**config.mk**
```make
export PLATFORM = sky130hd
export DESIGN_NAME = pipe_stage_reg
export DESIGN_NICKNAME = d
export VERILOG_FILES = /design/src/rtl/pipe_stage_pkg.sv /design/src/rtl/pipe_stage_slot.sv /design/src/rtl/pipe_stage_reg.sv
export SDC_FILE = /design/constraint.sdc
export NUM_CORES = 1
export LEC_CHECK = 0
export CAP_MARGIN = 20
export CORE_MARGIN = 5
export CORE_UTILIZATION = 45
export CTS_CLUSTER_DIAMETER = 100
export DETAILED_ROUTE_END_ITERATION = 7
export PLACE_DENSITY = 0.73
export SLEW_MARGIN = 20
export SYNTH_ARGS = -nofsm -noshare
export SYNTH_HDL_FRONTEND = slang
export SYNTH_HIERARCHICAL = 1
export SYNTH_SLANG_ARGS = --single-unit
export TNS_END_PERCENT = 1
```
**constraint.sdc**
```tcl
create_clock -name i_clk -period 2 [get_ports i_clk]
set_input_delay 0.2 -clock i_clk [delete_from_list [all_inputs] [get_ports i_clk]]
set_output_delay 0.2 -clock i_clk [all_outputs]
set_load 0.03 [all_outputs]
```
**src/rtl/pipe_stage_pkg.sv**
```systemverilog
// Shared definitions for the generic pipeline stage register.
// Optional build macro: PIPE_STAGE_REG_STATS_EN (stall-cycle counter in pipe_stage_reg).
package pipe_stage_pkg;

   typedef logic [1:0] state_t;

   localparam state_t ST_EMPTY = 2'd0;
   localparam state_t ST_ONE   = 2'd1;
   localparam state_t ST_FULL  = 2'd2;

   localparam int unsigned STALL_CNT_W = 32;

   // Bit offset of field idx inside a packed entry; use as entry[field_lsb(k, S) +: S].
   function automatic int unsigned field_lsb(input int unsigned idx,
                                             input int unsigned size_data);
      return idx * size_data;
   endfunction

endpackage

```
**src/rtl/pipe_stage_slot.sv**
```systemverilog
// One entry of storage (data plus valid) with load / clear / hold control.
module pipe_stage_slot #(
   parameter int unsigned W = 32
) (
   input  logic         i_clk,
   input  logic         i_reset,
   input  logic         i_load,
   input  logic         i_clear,
   input  logic         i_valid,
   input  logic [W-1:0] i_data,
   output logic         o_valid,
   output logic [W-1:0] o_data
);

   // Clear wins over load so a flush always leaves the slot empty.
   always_ff @(posedge i_clk) begin
      if (!i_reset) begin
         o_valid <= 1'b0;
         o_data  <= '0;
      end else if (i_clear) begin
         o_valid <= 1'b0;
         o_data  <= '0;
      end else if (i_load) begin
         o_valid <= i_valid;
         o_data  <= i_data;
      end
   end

endmodule

```
**src/rtl/pipe_stage_reg.sv**
```systemverilog
// Generic N-field pipeline stage register with valid/ready handshake, flush
// and a two-entry skid buffer; upstream ready never depends on downstream ready.
// Optional build macro: PIPE_STAGE_REG_STATS_EN adds o_stall_cycles.
module pipe_stage_reg
   import pipe_stage_pkg::*;
#(
   parameter  int unsigned SIZE_DATA  = 8,
   parameter  int unsigned NUM_FIELDS = 4,
   localparam int unsigned W          = SIZE_DATA * NUM_FIELDS
) (
   input  logic         i_clk,
   input  logic         i_reset,
   input  logic         i_enable,
   input  logic         i_flush,
   input  logic         i_valid,
   input  logic [W-1:0] i_data,
   output logic         o_ready,
   output logic         o_valid,
   output logic [W-1:0] o_data,
   input  logic         i_ready
`ifdef PIPE_STAGE_REG_STATS_EN
   ,
   output logic [STALL_CNT_W-1:0] o_stall_cycles
`endif
);

   state_t         state;
   state_t         state_nxt;
   logic           main_valid;
   logic [W-1:0]   main_q;
   logic           skid_valid;
   logic [W-1:0]   skid_q;
   logic           main_load;
   logic           main_clear;
   logic           main_vin;
   logic [W-1:0]   main_d;
   logic           skid_load;
   logic           skid_clear;
   logic           accept;
   logic           drain;

   // Outputs come straight from registers, gated only by the stage enable.
   assign o_data  = main_q;
   assign o_valid = main_valid & i_enable;
   assign o_ready = (state != ST_FULL) & i_enable;
   assign accept  = i_valid & o_ready;
   assign drain   = o_valid & i_ready;

   // State register.
   always_ff @(posedge i_clk) begin
      if (!i_reset) state <= ST_EMPTY;
      else          state <= state_nxt;
   end

   // Next-state and slot control.
   always_comb begin
      state_nxt  = state;
      main_load  = 1'b0;
      main_clear = 1'b0;
      main_vin   = 1'b1;
      main_d     = i_data;
      skid_load  = 1'b0;
      skid_clear = 1'b0;
      if (i_enable) begin
         if (i_flush) begin
            state_nxt  = ST_EMPTY;
            main_clear = 1'b1;
            skid_clear = 1'b1;
         end else begin
            case (state)
               ST_EMPTY: begin
                  if (accept) begin
                     state_nxt = ST_ONE;
                     main_load = 1'b1;
                  end
               end
               ST_ONE: begin
                  if (accept && drain) begin
                     main_load = 1'b1;
                  end else if (accept) begin
                     state_nxt = ST_FULL;
                     skid_load = 1'b1;
                  end else if (drain) begin
                     state_nxt  = ST_EMPTY;
                     main_clear = 1'b1;
                  end
               end
               ST_FULL: begin
                  // Skid moves up into main; it never bypasses the older entry.
                  if (drain) begin
                     state_nxt  = ST_ONE;
                     main_load  = 1'b1;
                     main_vin   = skid_valid;
                     main_d     = skid_q;
                     skid_clear = 1'b1;
                  end
               end
               default: begin
                  state_nxt  = ST_EMPTY;
                  main_clear = 1'b1;
                  skid_clear = 1'b1;
               end
            endcase
         end
      end
   end

   pipe_stage_slot #(.W(W)) u_main (
      .i_clk   (i_clk),
      .i_reset (i_reset),
      .i_load  (main_load),
      .i_clear (main_clear),
      .i_valid (main_vin),
      .i_data  (main_d),
      .o_valid (main_valid),
      .o_data  (main_q)
   );

   pipe_stage_slot #(.W(W)) u_skid (
      .i_clk   (i_clk),
      .i_reset (i_reset),
      .i_load  (skid_load),
      .i_clear (skid_clear),
      .i_valid (1'b1),
      .i_data  (i_data),
      .o_valid (skid_valid),
      .o_data  (skid_q)
   );

`ifdef PIPE_STAGE_REG_STATS_EN
   // Saturating count of enabled cycles where downstream holds off a valid entry.
   always_ff @(posedge i_clk) begin
      if (!i_reset) begin
         o_stall_cycles <= '0;
      end else if (o_valid && !i_ready && (o_stall_cycles != '1)) begin
         o_stall_cycles <= o_stall_cycles + STALL_CNT_W'(1);
      end
   end
`endif

endmodule

```
Word-level counts from Yosys, hierarchy flattened
Index checks and enable logic that the tools add are counted.
- flip-flop bits (word level): 68
- bits in latches: 0
- bits in writable memories: 0
- bits in read-only memories: 0
- input port bits: 38
- output and inout bits: 34
- word-level logic and storage cells: 57
- memories kept: 0
- $add $sub $neg: 0
- $mul: 0
- divide/modulo/power cells: 0
- $lt $le $gt $ge: 0
- equality and inequality tests: 7
- shift-type cells: 0
- multiplexer cells: 33
- bitwise gates (word level): 5
- reductions and logical operators: 7
- operators with widths (kind ; count):
    32-bit 2-to-1 mux ; 4
    1-bit 2-to-1 mux ; 19
    2-bit 2-to-1 mux ; 6
    3-bit != test (second input constant) ; 3
    2-bit OR reduction ; 4
    2-bit case mux with 3 select lines ; 1
    5-bit AND reduction ; 1
    1-bit bitwise AND ; 4
    4-bit != test (second input constant) ; 1
    1-bit case mux with 2 select lines ; 2
    1-bit case mux with 3 select lines ; 1
    2-bit by 1-bit == test with 1-bit output (second input constant) ; 1
    2-bit == test (second input constant) ; 1
    2-bit logical NOT ; 1
    2-bit != test (second input constant) ; 1
    1-bit logical AND ; 1
    1-bit inverter ; 1

Depth between registers and ports, before layout
Gate-level depths: netlist of run 1.
- word-level depth: 9
- depth in mapped cells: 8
- depth with buffers taken out: 5

Hierarchy
Netlist of run 1, hierarchy kept.
- by module, submodules not included (module ; times used ; cells each ; area each (um^2) ; sequential area each (um^2)):
    pipe_stage_slot ; 2 ; 108 ; 1212.4 ; 660.6
    pipe_stage_reg ; 1 ; 71 ; 686.9 ; 40.0

Worst setup path after synthesis of run 1
OpenSTA, ideal clock, no wires.
- path kind: reg2reg
- start: register state[1]
- end: register u_main.o_data[12]
- setup time: 117 ps
- arrival: 1504 ps
- required time: 1883 ps
- slack: 379 ps
- cell stages (with the launch flop): 8
- buffers on the path: 2
- clock period less this slack: 1621 ps
- cell sequence: dfxtp_1 clkbuf_2 nand2b_4 nor3_4 buf_6 mux2_2 mux2i_1 nor2_1
- elaborated cells on any way between the ends: 22
- those cells by class: 3 x eq/ne; 13 x mux; 2 x bitwise; 4 x reduce/logical
- RTL lines (item ; line ; source):
    start, declared ; pipe_stage_reg.sv:27 ; state_t state;
    start signal, assigned ; pipe_stage_reg.sv:52 ; else state <= state_nxt;
    2-bit == test ; pipe_stage_reg.sv:70 ; case (state)
    32-bit 2-to-1 mux ; pipe_stage_reg.sv:70 ;
    32-bit 2-to-1 mux ; pipe_stage_reg.sv:65 ; if (i_flush) begin
    32-bit 2-to-1 mux ; pipe_stage_reg.sv:64 ; if (i_enable) begin
    via main_d[12] ; pipe_stage_reg.sv:36 ; logic [W-1:0] main_d;
    end signal, assigned ; pipe_stage_slot.sv:25 ; o_data <= i_data;
    end, declared ; pipe_stage_slot.sv:12 ; output logic [W-1:0] o_data
The timed path passes the listed nets, and every way through them passes these cells.
A chain may end at the register's enable or synchronous reset.

Worst setup path in the final report of run 1
- start: input port i_enable
- end: output port o_valid
- cells in the longest elaborated chain, start to end: 1
- ends and longest elaborated chain (item ; line ; source):
    start, declared ; pipe_stage_reg.sv:13 ; input logic i_enable,
    1-bit bitwise AND ; pipe_stage_reg.sv:44 ; assign o_valid = main_valid & i_enable;
    end, declared ; pipe_stage_reg.sv:18 ; output logic o_valid,
Every way passes these cells.

==> metrics, run 1 <==
status completed; setup tns final 0 ns; routability congestion estimate from global placement 0.8432; TritonCTS clock tree yes; IO Count 72; DR vias/cell 4.962; Setup Viol. Count Final 0; ratio of cells with drive above 1 in the final layout between 10% and 20%; row cnt 30; Seq/Total Area, Yosys 43.75%; max-cap violations 0; Min Clock Period, post-route 1.865 ns; Crit. End Element primary output; peak supply drop 352.6 uV; worst slack, placed -0.04828 ns; Crit path largest cell delay 0.66 ns; Final Slew Violations 0; CTS H-tree lvls 3; min-delay worst type reg -> reg; dpl hpwl around 4200 um; final worst slack between 0.1 and 0.15 ns; commonest non-fill, non-tap cells in the layout clkdlybuf4s50_1, dfxtp_1, mux2i_1, nor2_1, mux2_2; Most used DFF post-synth dfxtp_1; drt wl/cell 14.40 um; drt first-iter violations 91; worst skew pair latency 0.34 ns; fmax approximately 0.54 GHz; syn_nets 325; IO buf count 71; skew final 0.009195 ns; Post-synth ARST share 0%; Setup CP Type in -> out; 1st-pass router iterations 4; final total power about 2.9 mW; CTS sink cnt 68; Final nets 395; Leak 1.397 nW; largest net degree at the start of global routing 34; EDFF count, synth 0; Critical Path Source Type primary input; Req. time, crit path 1.80 ns; vias in the first global route 2266; hold-fix buffers at CTS 0; commonest non-fill, non-tap cell in the layout clkdlybuf4s50_1; starting density of the core a little under half; area leader, netlist dfxtp_1; Netlist Area Pre-Place just over 3000 um2; DR vias 2193; utilization after layout roughly three fifths; final WL 6366 um; Max Root-Sink Buffers 2; CP Max Fanout 6; Die ar. 8678 um2; final worst-path cycle share 93.23%; post-synthesis cell count 287; flops & latches, synth 68; fill count 575; Clock Tree Root clkbuf_8; Detail Route Antenna Nets 0; first-pass GRT wire length 10670 um; Syn-to-layout area delta 30.64%; Crit path arrival time 1.66 ns; Synth area leaders dfxtp_1, mux2i_1, mux2_2, nor2_1, buf_12; Clk pin slew, worst setup/hold paths ~0.070 ns; drt drc 0; number of library cell types mapped by synthesis 32; total setup buffers inserted after CTS 0; Critical Path Most Common Cell clkdlybuf4s50_1; Die Y between 90 and 100 um; clock buffer count from CTS 9; worst-path cell chain clkdlybuf4s50_1, buf_4, and2_2, clkdlybuf4s50_1; Ys Warns 6; share of the synthesized area in the top cell type 43.75%; core footprint 6756 um2; overflow left after global routing 0; diode count 0; die width 93.16 um; Final Hold Violating Endpoints 0; unrepaired setup endpoints after global routing no; initial antenna violation count 0; critical path's slowest cell clkdlybuf4s50_1; GRT Resource Usage Total around 16%; total power divided by cell area 717.8 nW/um2; syn_area_per_cell about 11 um2
## worst max-delay path, delay by kind of cell
kind          cells  cell delay, ns
simple gates      1            0.14
buf+inv           3            1.33
## cell families (layout without fill, tap and decap cells)
family	after synthesis	after routing	synth area share, %
AOI/OAI and AO/OA	12	12	3.177
DFF	68	68	43.75
buffers and inverters	24	99	7.680
and+or+nand+nor	84	84	12.47
other	1	1	0.1205
muxes	98	98	32.81
## Yosys cell counts, drive strengths merged (2+ instances only)
master and n:
and2 3, buf 17, nand2 2, mux2i 66
nor2 66, a311oi 2, mux2 32, o21a 4
a21boi 2, inv 2, clkbuf 5, dfxtp 68
nand2b 4
## through the flow
stage          instance area [um2]  cells  hold WS (ns)
3_5_place_dp                  3850    426        0.4782
5_1_grt                       4065    442        0.5095
2_1_floorplan                 3112    287        0.3122
6_report                      4065    442        0.4857
4_1_cts                       4065    442        0.4912
3_3_place_gp                  3850    426        0.4659
## area by class of cell
cell class / count / area (um2) / area share (%)
Clock buffer: 10 / 127.6 / 3.139
Clock inverter: 6 / 88.84 / 2.185
Inverter: 2 / 7.507 / 0.1847
Multi-Input combinational cell: 195 / 1520 / 37.40
Sequential cell: 68 / 1361 / 33.49
Tap cell: 80 / 100.1 / 2.462
Timing Repair Buffer: 81 / 859.6 / 21.14
## worst paths after layout
| path | start | to | slack, ns | depth (start not counted) |
|---|---|---|---|---|
| worst max-delay path | i_enable | o_valid | 0.14 | 4 |
| worst min-delay path | u_skid/o_valid | u_skid/o_valid | 0.49 | 2 |
| worst max register to register | state[1] | u_main/o_data[3] | 0.23 | 6 |
| worst min register to register | u_skid/o_valid | u_skid/o_valid | 0.49 | 2 |
## layer usage
metal | track usage, % | share of wire, % | vias up
met4 | 5.495 | 0.71 | 0
met1 | 20.25 | 49 | 1018
li1 | - | - | 1114
met3 | 4.907 | 5.1 | 4
met2 | 24.30 | 45 | 57
met5 | 0 | 0 | -
## power by group
group,internal [mW],switching (mW)
logic,0.178,0.146
registers,1.37,0.0138
clock network,0.702,0.505
## registers in the layout, summed over array words and instances (netlist names)
name	flops
u_main/o_valid	1
u_skid/o_valid	1
u_skid/o_data	32
u_main/o_data	32
state	2
## timing repair
action                                 in CTS  in global routing
endpoints found under the hold margin       0                  0
setup endpoints to repair                   1                  0
gates resized for setup                     1                  0
Note: power is estimated with default switching activity, not from simulation.
==> run 2, diff against run 1 <==
--- a/config.mk
+++ b/config.mk
@@ -11,6 +11,7 @@
 export CTS_CLUSTER_DIAMETER = 100
 export DETAILED_ROUTE_END_ITERATION = 7
 export PLACE_DENSITY = 0.73
+export SKIP_LAST_GASP = 1
 export SLEW_MARGIN = 20
 export SYNTH_ARGS = -nofsm -noshare
 export SYNTH_HDL_FRONTEND = slang
==> results of run 2 <==
The final DEF is identical to that of run 1; final timing and power are the same.
